--- src/rtl/seg7_pkg.sv ---
// Shared constants and types for the 7-segment scan decoder and its helpers.
// Segment patterns are low-active: bit0 = top, bits 1..5 clockwise, bit6 = middle.
package seg7_pkg;

  localparam logic [6:0] SEG_HEX_0 = 7'b1000000;
  localparam logic [6:0] SEG_HEX_1 = 7'b1111001;
  localparam logic [6:0] SEG_HEX_2 = 7'b0100100;
  localparam logic [6:0] SEG_HEX_3 = 7'b0110000;
  localparam logic [6:0] SEG_HEX_4 = 7'b0011001;
  localparam logic [6:0] SEG_HEX_5 = 7'b0010010;
  localparam logic [6:0] SEG_HEX_6 = 7'b0000010;
  localparam logic [6:0] SEG_HEX_7 = 7'b1111000;
  localparam logic [6:0] SEG_HEX_8 = 7'b0000000;
  localparam logic [6:0] SEG_HEX_9 = 7'b0011000;
  localparam logic [6:0] SEG_HEX_A = 7'b0001000;
  localparam logic [6:0] SEG_HEX_B = 7'b0000011;
  localparam logic [6:0] SEG_HEX_C = 7'b1000110;
  localparam logic [6:0] SEG_HEX_D = 7'b0100001;
  localparam logic [6:0] SEG_HEX_E = 7'b0000110;
  localparam logic [6:0] SEG_HEX_F = 7'b0001110;
  localparam logic [6:0] SEG_BLANK = 7'b1111111;

  typedef enum logic [1:0] {
    WAIT   = 2'd0,
    SETTLE = 2'd1,
    HOLD   = 2'd2
  } scan_state_t;

  typedef struct packed {
    logic       ok;
    logic       blank;
    logic [3:0] nib;
  } seg7_dec_t;

endpackage

--- src/rtl/seg7_to_hex.sv ---
// Combinational inverse of the hex-to-7-segment encoder.
// Optional macro SEG7_SCAN_BLANK_EN: all-segments-off decodes as a blank digit.
module seg7_to_hex
  import seg7_pkg::*;
(
  input  logic [6:0] seg_n,
  output seg7_dec_t  dec
);

  always_comb begin
    dec.ok    = 1'b1;
    dec.blank = 1'b0;
    dec.nib   = 4'h0;
    case (seg_n)
      SEG_HEX_0: dec.nib = 4'h0;
      SEG_HEX_1: dec.nib = 4'h1;
      SEG_HEX_2: dec.nib = 4'h2;
      SEG_HEX_3: dec.nib = 4'h3;
      SEG_HEX_4: dec.nib = 4'h4;
      SEG_HEX_5: dec.nib = 4'h5;
      SEG_HEX_6: dec.nib = 4'h6;
      SEG_HEX_7: dec.nib = 4'h7;
      SEG_HEX_8: dec.nib = 4'h8;
      SEG_HEX_9: dec.nib = 4'h9;
      SEG_HEX_A: dec.nib = 4'hA;
      SEG_HEX_B: dec.nib = 4'hB;
      SEG_HEX_C: dec.nib = 4'hC;
      SEG_HEX_D: dec.nib = 4'hD;
      SEG_HEX_E: dec.nib = 4'hE;
      SEG_HEX_F: dec.nib = 4'hF;
`ifdef SEG7_SCAN_BLANK_EN
      SEG_BLANK: dec.blank = 1'b1;
`endif
      default:   dec.ok = 1'b0;
    endcase
  end

endmodule

--- src/rtl/seg7_scan_decoder.sv ---
// Reconstructs the hex word shown on a multiplexed low-active 7-segment bus.
// Optional macro SEG7_SCAN_BLANK_EN adds blank-digit decode and the blank_mask port.
//
// state  | meaning
// WAIT   | no digit selected on the synced bus
// SETTLE | a digit is selected, waiting for STABLE_CYCLES identical samples
// HOLD   | current sample already evaluated, waiting for the bus to change
module seg7_scan_decoder
  import seg7_pkg::*;
#(
  parameter int NUM_DIGITS    = 6,
  parameter int STABLE_CYCLES = 4
) (
  input  logic                    clk,
  input  logic                    rst_n,
  input  logic [6:0]              seg_n,
  input  logic [NUM_DIGITS-1:0]   dig_sel_n,
  output logic [4*NUM_DIGITS-1:0] value,
  output logic                    frame_valid,
  output logic                    frame_done,
  output logic                    pat_err,
  output logic                    sel_err
`ifdef SEG7_SCAN_BLANK_EN
  ,
  output logic [NUM_DIGITS-1:0]   blank_mask
`endif
);

  localparam logic [7:0] STB = 8'(STABLE_CYCLES);
  localparam int SW = 7 + NUM_DIGITS;

  logic [6:0]              seg_m, s_seg;
  logic [NUM_DIGITS-1:0]   sel_m, s_sel;
  logic [SW-1:0]           prev, sample;
  logic [7:0]              cnt, cnt_nxt;
  logic                    same, idle, onehot, eval;
  logic [3:0]              low_cnt;
  scan_state_t             state, state_nxt;
  seg7_dec_t               dec;

  logic [4*NUM_DIGITS-1:0] shadow, shadow_nxt;
  logic [NUM_DIGITS-1:0]   mask, mask_nxt;
  logic [NUM_DIGITS-1:0]   sh_blank, sh_blank_nxt;
  logic                    do_cap, do_pat_err, do_sel_err, frame_cmp;

  seg7_to_hex u_dec (
    .seg_n (s_seg),
    .dec   (dec)
  );

  // Select synchronizer idles at all-ones so reset never looks like a selected digit.
  always_ff @(posedge clk or negedge rst_n) begin
    if (!rst_n) begin
      seg_m <= '0;
      s_seg <= '0;
      sel_m <= '1;
      s_sel <= '1;
      prev  <= {7'h00, {NUM_DIGITS{1'b1}}};
      cnt   <= '0;
    end else begin
      seg_m <= seg_n;
      s_seg <= seg_m;
      sel_m <= dig_sel_n;
      s_sel <= sel_m;
      prev  <= sample;
      cnt   <= cnt_nxt;
    end
  end

  always_comb begin
    sample = {s_seg, s_sel};
    same   = (sample == prev);
    idle   = &s_sel;
    if (!same)
      cnt_nxt = 8'd1;
    else if (cnt >= STB)
      cnt_nxt = STB;
    else
      cnt_nxt = cnt + 8'd1;
  end

  always_comb begin
    low_cnt = '0;
    for (int i = 0; i < NUM_DIGITS; i++)
      if (!s_sel[i]) low_cnt = low_cnt + 4'd1;
    onehot = (low_cnt == 4'd1);
  end

  always_ff @(posedge clk or negedge rst_n) begin
    if (!rst_n) state <= WAIT;
    else        state <= state_nxt;
  end

  always_comb begin
    state_nxt = state;
    eval      = 1'b0;
    case (state)
      WAIT:   if (!idle) state_nxt = SETTLE;
      SETTLE: begin
        if (idle) state_nxt = WAIT;
        else if (cnt_nxt == STB) begin
          eval      = 1'b1;
          state_nxt = HOLD;
        end
      end
      HOLD: begin
        if (idle)       state_nxt = WAIT;
        else if (!same) state_nxt = SETTLE;
      end
      default: state_nxt = WAIT;
    endcase
  end

  assign do_sel_err = eval & ~onehot;
  assign do_pat_err = eval & onehot & ~dec.ok;
  assign do_cap     = eval & onehot & dec.ok;

  // Capture is one-hot on the select, so each digit slot is written independently.
  always_comb begin
    shadow_nxt   = shadow;
    sh_blank_nxt = sh_blank;
    mask_nxt     = mask;
    if (do_pat_err) begin
      mask_nxt = '0;
    end else if (do_cap) begin
      for (int i = 0; i < NUM_DIGITS; i++) begin
        if (!s_sel[i]) begin
          shadow_nxt[4*i +: 4] = dec.nib;
          sh_blank_nxt[i]      = dec.blank;
          mask_nxt[i]          = 1'b1;
        end
      end
    end
    frame_cmp = &mask_nxt;
  end

  always_ff @(posedge clk or negedge rst_n) begin
    if (!rst_n) begin
      shadow      <= '0;
      sh_blank    <= '0;
      mask        <= '0;
      value       <= '0;
      frame_valid <= 1'b0;
      frame_done  <= 1'b0;
      pat_err     <= 1'b0;
      sel_err     <= 1'b0;
    end else begin
      shadow     <= shadow_nxt;
      sh_blank   <= sh_blank_nxt;
      pat_err    <= do_pat_err;
      sel_err    <= do_sel_err;
      frame_done <= frame_cmp;
      if (frame_cmp) begin
        value       <= shadow_nxt;
        frame_valid <= 1'b1;
        mask        <= '0;
      end else begin
        mask <= mask_nxt;
      end
    end
  end

`ifdef SEG7_SCAN_BLANK_EN
  always_ff @(posedge clk or negedge rst_n) begin
    if (!rst_n)         blank_mask <= '0;
    else if (frame_cmp) blank_mask <= sh_blank_nxt;
  end
`else
  logic [NUM_DIGITS-1:0] unused_blank;
  assign unused_blank = sh_blank;
`endif

endmodule

--- config.mk ---
export PLATFORM = sky130hd
export DESIGN_NAME = seg7_scan_decoder
export DESIGN_NICKNAME = d
export VERILOG_FILES = /design/src/rtl/seg7_pkg.sv /design/src/rtl/seg7_to_hex.sv /design/src/rtl/seg7_scan_decoder.sv
export SDC_FILE = /design/constraint.sdc
export NUM_CORES = 1
export LEC_CHECK = 0
export ABC_CLOCK_PERIOD_IN_PS = 13200
export CAP_MARGIN = 15
export CORE_UTILIZATION = 48
export CTS_BUF_LIST = sky130_fd_sc_hd__clkbuf_8
export DETAILED_ROUTE_END_ITERATION = 8
export GPL_TIMING_DRIVEN = 0
export MAX_ROUTING_LAYER = met4
export PLACE_DENSITY = 0.75
export SYNTH_ARGS = -nofsm -noshare
export SYNTH_HDL_FRONTEND = slang
export SYNTH_SLANG_ARGS = --single-unit
--- constraint.sdc ---
create_clock -name clk -period 13.2 [get_ports clk]
set_input_delay 1.32 -clock clk [delete_from_list [all_inputs] [get_ports clk]]
set_output_delay 1.32 -clock clk [all_outputs]
set_load 0.02 [all_outputs]
==> results.yml <==
yosys:
  synth_area_per_cell_um2: 13.1
  ys_ff_latch: 107
  synth_cells: 347
  synth_area_um2: 4550
  yosys.cell_types.count: 54
  yosys_warnings: 0
  synth_flop_cell: "dfrtp_1"
  synth_edf_count: 0
  ys_seq_area_frac: 0.593
  synthArstFlopShare: 1.00
layout:
  finish.net_count: 428
  fillCellCount: 746
  drive_gt1_frac: 0.268
  antenna_cells: 0
  seq_area_um2: 2700
  multiInputGateArea_um2: 1720
  area_delta_synth_final_pct: 18.1
worst_hold_path:
  min_path_type: "flop to flop"
  worstHoldPathCells: 0
  holdPathEnd: "s_seg[4]$_DFF_PN0_"
  worstHoldStart: "seg_m[4]$_DFF_PN0_"
setup_path:
  r2r-end: "value[23]$_DFFE_PN0P_"
  crit_path_frequent_cell: "ha_1"
  cp_cell_sequence: "inv_1 > ha_1 > buf_2 > xnor2_1 > ha_1 > mux2_2 > ha_1 > inv_1 > o21ai_0 > ha_1 > nor2b_1 > o31a_1 > nor3_1 > nor4_4 > nand4_2 > nor3_1 > mux2_2 > mux2_1"
  path_buf_inv: 3
  critPathSlowestCell: "dfstp_2"
  crit_start: "s_sel[0]$_DFF_PN1_"
  reg2reg_setup_slack_ps: 8090
  worstRegToRegCells: 18
  reg2reg_from: "s_sel[0]$_DFF_PN1_"
  critPathRequiredTime_ps: 13480
  crit_family: "simple AND/OR/NAND/NOR gates"
  crit_arrival_ps: 5380
  cp-start-kind: "flop"
  cp_max_fo: 9
  worstSetupPathType: "flop to flop"
  slowest_delay_ps: 640
  crit_path_end_kind: "flop"
clock_network:
  cts_resized: 0
  clk_latency_ps: 390
  htree_levels: 3
  postCtsSetupRepairBufs: 0
  clk_pin_slew_ps: 120
  numCtsBuffers: 9
  cts_root_buffer: "clkbuf_8"
  cts_tree: "built"
  hold_buffers: 0
  clock-sinks: 107
  cts_buffer_depth: 2
floorplan:
  core_area_um2: 9200
  pin_count: 43
  die-height_um: 99.4
  die_area_um2: 9880
  core.rowCount: 35
  die_x_um: 99.4
  start_util: 0.495
drt:
  wl_per_cell_um: 15.6
  vias: 2798
  drt-total-wl_um: 8160
  drc: 0
  highest_layer: "met4"
  dr.pass1.iters: 4
  wl_met3_um: 310
  wl_met2_um: 3860
  viasPerCell: 5.36
  ant_nets: 0
  drt-initial-drc-count: 165
  wl_met1_um: 3890
sta:
  min_period_ps: 5110
  finalClockSkew_ps: 20.1
  layout_setup_ws_ps: 8090
  slew_headroom: 0.541
  timing.fmax_mhz: 196
  setup_viol: 0
  rsz0062_at_grt: "false"
  fin_tns_setup_ps: 0
  slew_viol_final: 0
  fin_crit_sh: 0.387
  tightest_slew_ps: 683
  finalHoldViolCount: 0
place:
  pre_cts_slack_ps: 8140
  io_buffers: 42
  place_congestion: 0.863
  dp_hpwl_um: 5640
power_and_ir_drop:
  pwr-share-comb: 0.089
  power_leakage_uw: 0.00241
  pwr-share-seq: 0.560
  p_sw_frac: 0.278
  ir_drop_v: 0.0000569
  power_frac_clock: 0.351
  power.density_nw_per_um2: 113
  power.switching_uw: 170
  intPower_uw: 440
grt:
  grt_pass1_wl_um: 13700
  grt_pass1_vias: 2788
  track_usage: 0.185
  grt_max_degree: 78
  grt_overflow: 0
  grt_antenna_before_repair: 0
run_status:
  status: "finished, final reports clean"
job:
  maxCapViolations: 0
## per-layer routing
metal,track usage,vias up
met5,-,-
met4,0.0520,0
met3,0.0429,12
met2,0.286,63
met1,0.248,1393
li1,-,1330
## logic make-up (layout without fill, tap and decap cells)
kind of cell | Yosys count | after routing | share of synthesized area
compound gates | 34 | 34 | 0.0536
xor+xnor | 21 | 21 | 0.0440
fa+ha+maj | 7 | 7 | 0.0192
buf+inv | 27 | 87 | 0.0330
flops | 107 | 107 | 0.593
mux | 49 | 49 | 0.129
other cells | 1 | 5 | 0.000824
simple gates | 101 | 101 | 0.127
## cells in the mapped netlist (3+ instances only)
| cell type | count | area, um^2 |
|---|---|---|
| nand2b_1 | 4 | 25.0 |
| nor4bb_1 | 4 | 40.0 |
| dfrtp_1 | 89 | 2230 |
| nand2_1 | 16 | 60.1 |
| nor3_1 | 19 | 95.1 |
| xor2_1 | 6 | 52.6 |
| a31o_2 | 3 | 26.3 |
| nand3_1 | 3 | 15.0 |
| buf_2 | 6 | 30.0 |
| dfstp_2 | 18 | 473 |
| a21oi_1 | 8 | 40.0 |
| xnor2_1 | 14 | 123 |
| buf_6 | 5 | 56.3 |
| ha_1 | 7 | 87.6 |
| nand4_1 | 5 | 31.3 |
| nor4_1 | 4 | 25.0 |
| mux2_2 | 38 | 428 |
| mux2_4 | 10 | 150 |
| o21ai_0 | 5 | 25.0 |
| nor2_1 | 23 | 86.3 |
| nor2b_1 | 4 | 25.0 |
| inv_1 | 12 | 45.0 |
## registers in the layout, indices dropped and copies added, names as in the netlist
| name | count |
|---|---|
| sel_err | 1 |
| state | 2 |
| prev | 13 |
| s_seg | 7 |
| s_sel | 6 |
| mask | 6 |
| frame_valid | 1 |
| seg_m | 7 |
| frame_done | 1 |
| value | 24 |
| sel_m | 6 |
| pat_err | 1 |
| shadow | 24 |
| cnt | 8 |
## cell usage in the layout, fill, tap and decap left out, types with 10 or more instances in the layout
master / instances
xnor2_1: 14
inv_1: 12
mux2_4: 10
mux2_2: 38
dfrtp_1: 89
clkdlybuf4s50_1: 41
nor2_1: 23
dfstp_2: 18
nor3_1: 19
nand2_1: 16
## power groups by stage
stage | clock [uW] | sequential (uW) | combinational (uW)
final | 214 | 342 | 54.3
after global routing | 231 | 343 | 61.3
after CTS | 220 | 342 | 54.5
after detailed placement | 0 | 348 | 54.4
after global placement | 0 | 348 | 51.4
after floorplan | 0 | 346 | 35.5
## worst register-to-register path, stage by stage, from the launching register on
cell and delay, ps:
dfstp_2 640, inv_1 90, ha_1 280, buf_2 180, xnor2_1 210, ha_1 300, mux2_2 290, ha_1 270
inv_1 60, o21ai_0 170, ha_1 160, nor2b_1 250, o31a_1 210, nor3_1 70, nor4_4 270, nand4_2 240
nor3_1 610, mux2_2 420, mux2_1 290
## final cells by class
class / count / area share
Timing Repair Buffer: 44 / 0.0838
Inverter: 12 / 0.00838
Buffer: 15 / 0.0195
Clock buffer: 9 / 0.0230
Multi-Input combinational cell: 217 / 0.319
Clock inverter: 7 / 0.0179
Sequential cell: 107 / 0.502
Tap cell: 111 / 0.0258
## worst max path at each step
stage / end / slack, ps / cells past startpoint
after global routing: value[23]$_DFFE_PN0P_ / 7800 / 18
after floorplan: value[10]$_DFFE_PN0P_ / 8660 / 19
final: value[23]$_DFFE_PN0P_ / 8090 / 18
after global placement: value[10]$_DFFE_PN0P_ / 7060 / 1
after CTS: value[23]$_DFFE_PN0P_ / 8130 / 18
after detailed placement: value[23]$_DFFE_PN0P_ / 8140 / 18
## stage by stage
| step | cell area (um^2) | cells | util | hold slack (ps) | total power [uW] |
|---|---|---|---|---|---|
| floorplan | 4570 | 351 | - | 331 | 382 |
| global placement | 5130 | 504 | 0.557 | 333 | 399 |
| detailed placement | 5150 | 505 | 0.560 | 335 | 402 |
| CTS | 5370 | 521 | 0.584 | 364 | 616 |
| global route | 5380 | 522 | 0.585 | 372 | 635 |
| finish | 5380 | 522 | 0.585 | 363 | 610 |
Power figures use the tool's default switching activity.
